[config.mk]
export PLATFORM = sky130hd
export DESIGN_NAME = traffic_phase_ctrl
export DESIGN_NICKNAME = d
export VERILOG_FILES = /design/src/rtl/traffic_phase_ctrl.sv
export SDC_FILE = /design/constraint.sdc
export NUM_CORES = 1
export LEC_CHECK = 0
export BUFFER_PORTS_ARGS = -buffer_cell sky130_fd_sc_hd__buf_4
export CAP_MARGIN = 0
export CORE_MARGIN = 1.5
export CORE_UTILIZATION = 40
export CTS_BUF_LIST = sky130_fd_sc_hd__clkbuf_16
export DETAILED_ROUTE_END_ITERATION = 8
export PLACE_DENSITY = 0.62
export SLEW_MARGIN = 0
export SYNTH_ARGS = -nofsm -noshare
export SYNTH_HDL_FRONTEND = slang
export SYNTH_SLANG_ARGS = --single-unit
[constraint.sdc]
create_clock -name clock -period 2.69 [get_ports clock]
set_input_delay 0.538 -clock clock [delete_from_list [all_inputs] [get_ports clock]]
set_output_delay 0.538 -clock clock [all_outputs]
set_load 0.03 [all_outputs]
[src/rtl/traffic_phase_ctrl.sv]
// Phase controller for a single-crossing signal: sequences car/ped phases, loads timer reload values, BCD countdown display.
// Latency: trigger-to-lamp/TimerRef change is one edge; timeRemaining-to-digits is one cycle.
// Backpressure: none; a trigger is honoured on every cycle it is high (except the first edge after reset release).
// Ports:
//   clock, reset (async, active-low)  | trigger, timeRemaining[6:0] from the timer | pedRequest (synchronised button)
//   TimerRef[6:0] to the timer        | carRed/carYellow/carGreen, pedWalk/pedDontWalk, pedPending lamps
//   tensDigit[3:0], unitsDigit[3:0]   | registered BCD of timeRemaining, saturating at 99
module traffic_phase_ctrl #(
  parameter int GREEN_TIME  = 30,
  parameter int YELLOW_TIME = 5,
  parameter int ALLRED_TIME = 2,
  parameter int WALK_TIME   = 20,
  parameter int CLEAR_TIME  = 6
) (
  input  logic       clock,
  input  logic       reset,
  input  logic       trigger,
  input  logic [6:0] timeRemaining,
  input  logic       pedRequest,
  output logic [6:0] TimerRef,
  output logic       carRed,
  output logic       carYellow,
  output logic       carGreen,
  output logic       pedWalk,
  output logic       pedDontWalk,
  output logic       pedPending,
  output logic [3:0] tensDigit,
  output logic [3:0] unitsDigit
);

  typedef enum logic [2:0] {
    S_GREEN  = 3'd0,
    S_YELLOW = 3'd1,
    S_ALLRED = 3'd2,
    S_WALK   = 3'd3,
    S_CLEAR  = 3'd4
  } state_t;

  // Phase length 1..128 maps onto a 7-bit reload of length-1.
  localparam logic [6:0] REF_GREEN  = 7'(GREEN_TIME - 1);
  localparam logic [6:0] REF_YELLOW = 7'(YELLOW_TIME - 1);
  localparam logic [6:0] REF_ALLRED = 7'(ALLRED_TIME - 1);
  localparam logic [6:0] REF_WALK   = 7'(WALK_TIME - 1);
  localparam logic [6:0] REF_CLEAR  = 7'(CLEAR_TIME - 1);

  state_t     r_state;
  state_t     w_next;
  logic       r_run;
  logic [6:0] r_timer_ref;
  logic       r_car_red;
  logic       r_car_yellow;
  logic       r_car_green;
  logic       r_ped_walk;
  logic       r_ped_dont_walk;
  logic       r_ped_pending;
  logic [3:0] r_tens;
  logic [3:0] r_units;

  logic [6:0] w_timer_ref;
  logic       w_ped_dont_walk;
  logic       w_ped_pending;
  logic       w_enter_walk;
  logic       w_req_window;
  logic [6:0] w_rem;
  logic [3:0] w_tens;

  // Next-state: advance only on trigger. r_run is low for the first edge after
  // reset release so a trigger coincident with release is ignored.
  always_comb begin
    w_next = r_state;
    if (trigger && r_run) begin
      case (r_state)
        S_GREEN:  w_next = S_YELLOW;
        S_YELLOW: w_next = S_ALLRED;
        S_ALLRED: w_next = r_ped_pending ? S_WALK : S_GREEN;
        S_WALK:   w_next = S_CLEAR;
        S_CLEAR:  w_next = S_GREEN;
        default:  w_next = S_GREEN;
      endcase
    end
  end

  // Registered outputs are decoded from the next state so they change on the
  // same edge as the state itself. In CLEAR the don't-walk lamp follows bit 0
  // of the count as seen in the cycle before the edge.
  always_comb begin
    w_timer_ref     = REF_GREEN;
    w_ped_dont_walk = 1'b1;
    case (w_next)
      S_GREEN:  w_timer_ref = REF_GREEN;
      S_YELLOW: w_timer_ref = REF_YELLOW;
      S_ALLRED: w_timer_ref = REF_ALLRED;
      S_WALK: begin
        w_timer_ref     = REF_WALK;
        w_ped_dont_walk = 1'b0;
      end
      S_CLEAR: begin
        w_timer_ref     = REF_CLEAR;
        w_ped_dont_walk = ~timeRemaining[0];
      end
      default: w_timer_ref = REF_GREEN;
    endcase
  end

  // Request latch: clearing on WALK entry takes priority over a new request.
  assign w_enter_walk = (w_next == S_WALK) && (r_state != S_WALK);
  assign w_req_window = (r_state == S_GREEN) || (r_state == S_YELLOW) || (r_state == S_ALLRED);

  always_comb begin
    w_ped_pending = r_ped_pending;
    if (w_enter_walk) begin
      w_ped_pending = 1'b0;
    end else if (pedRequest && w_req_window) begin
      w_ped_pending = 1'b1;
    end
  end

  // Binary to two BCD digits by nine compare/subtract-10 stages.
  always_comb begin
    w_tens = 4'd0;
    w_rem  = timeRemaining;
    if (timeRemaining > 7'd99) begin
      w_tens = 4'd9;
      w_rem  = 7'd9;
    end else begin
      for (int k = 0; k < 9; k++) begin
        if (w_rem >= 7'd10) begin
          w_rem  = w_rem - 7'd10;
          w_tens = w_tens + 4'd1;
        end
      end
    end
  end

  always_ff @(posedge clock or negedge reset) begin
    if (!reset) begin
      r_state         <= S_GREEN;
      r_run           <= 1'b0;
      r_timer_ref     <= REF_GREEN;
      r_car_red       <= 1'b0;
      r_car_yellow    <= 1'b0;
      r_car_green     <= 1'b1;
      r_ped_walk      <= 1'b0;
      r_ped_dont_walk <= 1'b1;
      r_ped_pending   <= 1'b0;
      r_tens          <= 4'd0;
      r_units         <= 4'd0;
    end else begin
      r_state         <= w_next;
      r_run           <= 1'b1;
      r_timer_ref     <= w_timer_ref;
      r_car_green     <= (w_next == S_GREEN);
      r_car_yellow    <= (w_next == S_YELLOW);
      r_car_red       <= (w_next != S_GREEN) && (w_next != S_YELLOW);
      r_ped_walk      <= (w_next == S_WALK);
      r_ped_dont_walk <= w_ped_dont_walk;
      r_ped_pending   <= w_ped_pending;
      r_tens          <= w_tens;
      r_units         <= w_rem[3:0];
    end
  end

  assign TimerRef    = r_timer_ref;
  assign carRed      = r_car_red;
  assign carYellow   = r_car_yellow;
  assign carGreen    = r_car_green;
  assign pedWalk     = r_ped_walk;
  assign pedDontWalk = r_ped_dont_walk;
  assign pedPending  = r_ped_pending;
  assign tensDigit   = r_tens;
  assign unitsDigit  = r_units;

endmodule

==> impl_metrics.json <==
{
  "status": "finished with violations",
  "failed_checks": "negative setup slack",
  "peakVddDrop_v": 0.000973,
  "drt-total-wl_um": 11000,
  "rsz0062_at_grt": "true",
  "grt_pass1_vias": 3809,
  "firstDrtPassIters": 6,
  "track_usage": 0.261,
  "setup_viol": 7,
  "multi_input_area_mm2": 0.00298,
  "cts_sinks": 23,
  "synth_ff_type": "dfrtp_1",
  "hpwlAfterDp_um": 7760,
  "core-area_mm2": 0.00737,
  "cts_tree": "done",
  "finalMaxSlewViolations": 0,
  "nets": 592,
  "die_area_mm2": 0.00829,
  "max_freq_mhz": 188,
  "pin_count": 32,
  "die_h_um": 91.1,
  "critPathMaxFanout": 5,
  "power.density_mw_per_mm2": 1400,
  "antenna_cells": 0,
  "ys_ff_latch": 23,
  "avgSynthCellArea_um2": 8.27,
  "yosysSeqAreaShare": 0.188,
  "skew_ns": 0.00293,
  "cts_root_buffer": "clkbuf_16",
  "antenna_found_initial": 0,
  "finalInstanceArea_mm2": 0.00542,
  "maxCapViolCount": 0,
  "grt_util_met1": 0.326,
  "gr-usage-met2": 0.473,
  "initial_utilization": 0.421,
  "synth_cells": 375,
  "synthDistinctLibCells": 85,
  "layout_commonest_cell": "buf_4",
  "path_class": "input port to flip-flop",
  "drc": 0,
  "final.period_utilization": 1.98,
  "hold_path.class": "input port to async pin",
  "drive_above_1_share": 0.592,
  "finalHoldViolations": 0,
  "async_reset_ff_frac": 1.00,
  "row_count": 31,
  "power_w": 0.00758,
  "cp-end-kind": "flip-flop",
  "grt_pass1_wl_um": 18000,
  "drtAntennaViolNets": 0,
  "met3_usage": 0.0235,
  "yosys_warnings": 0,
  "tightest_slew_ns": 0.492,
  "post-route-min-period_ns": 5.32,
  "grt_max_degree": 24,
  "die_x_um": 91.1,
  "cts_buffers": 3,
  "clk_pin_slew_ns": 0.06,
  "final_cell_mix": "186 x buf_4, 24 x nand2_1, 24 x nor2_1, 17 x dfrtp_1, 14 x nor3_1",
  "crit_required_ns": 2.86,
  "vias": 3718,
  "drt-wirelength-per-cell_um": 16.5,
  "finalWorstSetupSlack_ns": -2.63,
  "worstPathArrival_ns": 5.50,
  "clockBufferDepth": 2,
  "synth_area_mm2": 0.00310,
  "cp-start-kind": "input port",
  "numPortBuffers": 29,
  "grt_remaining_overflow": 0,
  "place_congestion": 0.888,
  "cts_max_level": 1,
  "p_leak_nw": 2.40,
  "clk-insertion-delay-late_ns": 0.26,
  "drt_iter0_markers": 247,
  "grt_most_used_layer": "met2",
  "synth-edff-count": 0,
  "place_area_mm2": 0.00467,
  "syn_to_final_growth_pct": 74.7,
  "post-route-util": 0.735,
  "cts_hold_buffers": 0,
  "fill_cells": 545,
  "vias_per_cell": 5.57,
  "relSlewSlack": 0.668,
  "ff_latch_area_um2": 583
}
[metrics by stage]
step           setup TNS [ns]  worst slack, ns  cells  hold slack (ns)
4_1_cts                -16.74            -2.51    662            0.161
3_5_place_dp           -21.26            -3.12    635            0.440
5_1_grt                -19.20            -2.84    667            0.175
6_report               -17.63            -2.63    667            0.151
2_1_floorplan          -20.51            -3.04    376            0.242
3_3_place_gp           -20.24            -3.03    635            0.435
[sequential cells by signal, indices dropped and copies added, names as in the netlist]
signal       cells
pedDontWalk      1
tensDigit        4
pedPending       1
r_state          3
carYellow        1
carGreen         1
unitsDigit       4
TimerRef         5
pedWalk          1
carRed           1
r_run            1
[layer usage]
metal  part of all wire  vias up
met5                  0        -
met4              0.017        0
met3              0.044       24
met2               0.52      124
met1               0.42     1768
li1                   -     1802
[report_power, final]
group / total, W / switching (W) / internal [W]
clock: 0.000325 / 0.000124 / 0.000202
sequential: 0.000608 / 0.0000608 / 0.000547
combinational: 0.00665 / 0.00310 / 0.00355
total: 0.00758 / 0.00329 / 0.00429
[critical path, cell delays in order]
cell and delay, ns:
buf_12 0.11, buf_12 0.12, nor3_2 0.32, buf_4 0.22
nand3_4 0.12, buf_4 0.16, a22oi_2 0.29, nor2_1 0.09
a21oi_2 0.23, mux2i_2 0.28, ha_1 0.27, mux2_4 0.28
ha_4 0.21, mux2_4 0.29, ha_4 0.21, mux2_4 0.29
ha_4 0.21, mux2_4 0.27, ha_4 0.21, mux2_4 0.29
ha_4 0.28, a21oi_2 0.03, nor3_2 0.17
[cell usage after synthesis (5+ instances only)]
| cell | count | area, µm² |
|---|---|---|
| dfstp_2 | 6 | 158 |
| o21ai_1 | 9 | 45.0 |
| o31ai_1 | 6 | 45.0 |
| nand3_1 | 12 | 60.1 |
| and3_1 | 8 | 50.1 |
| a21boi_0 | 5 | 37.5 |
| dfrtp_1 | 17 | 425 |
| ha_1 | 12 | 150 |
| inv_1 | 13 | 48.8 |
| xnor2_1 | 15 | 131 |
| mux2_2 | 5 | 56.3 |
| nand4_1 | 7 | 43.8 |
| nand2_1 | 28 | 105 |
| o21ai_0 | 14 | 70.1 |
| a21oi_1 | 18 | 90.1 |
| buf_2 | 7 | 35.0 |
| nor2_1 | 31 | 116 |
| xor2_1 | 7 | 61.3 |
| nand2b_1 | 13 | 81.3 |
| nor3_1 | 20 | 100 |
| and2_1 | 5 | 31.3 |
| o21a_1 | 5 | 37.5 |
[timing repair]
item | CTS | global route
pin swaps | 21 | 15
buffers inserted | 24 | 5
gates resized for setup | 67 | 32
endpoints found under the setup margin | 7 | 7
[worst paths after layout]
check / startpoint / slack [ns] / cells past startpoint / endpoint
max in group asynchronous: reset / 2.26 / 1 / TimerRef[0]
worst max register to register: r_state[0] / 0.85 / 7 / TimerRef[4]
min in group clock: r_state[1] / 0.54 / 1 / pedPending
worst max-delay path: timeRemaining[5] / -2.63 / 23 / tensDigit[1]
worst min register to register: r_state[1] / 0.54 / 1 / pedPending
worst min-delay path: reset / 0.15 / 1 / r_state[0]
[cell type report]
class / instances / area share
Multi-Input combinational cell: 327 / 0.550
Timing Repair Buffer: 201 / 0.294
Sequential cell: 23 / 0.108
Tap cell: 99 / 0.0229
Clock buffer: 3 / 0.0139
Inverter: 13 / 0.0104
Clock inverter: 1 / 0.00139
[kinds of logic (layout without fill, tap and decap cells)]
kind of cell,count (synthesis),after routing,synth area share
AND/OR/NAND/NOR,147,147,0.255
AO/OA/AOI/OAI,129,129,0.343
buffers and inverters,26,218,0.0439
XOR/XNOR,23,23,0.0694
flip-flops,23,23,0.188
multiplexers,13,13,0.0500
adder cells (fa/ha/maj),12,12,0.0484
other,2,3,0.00242
Note: power is estimated with default switching activity, not from simulation.
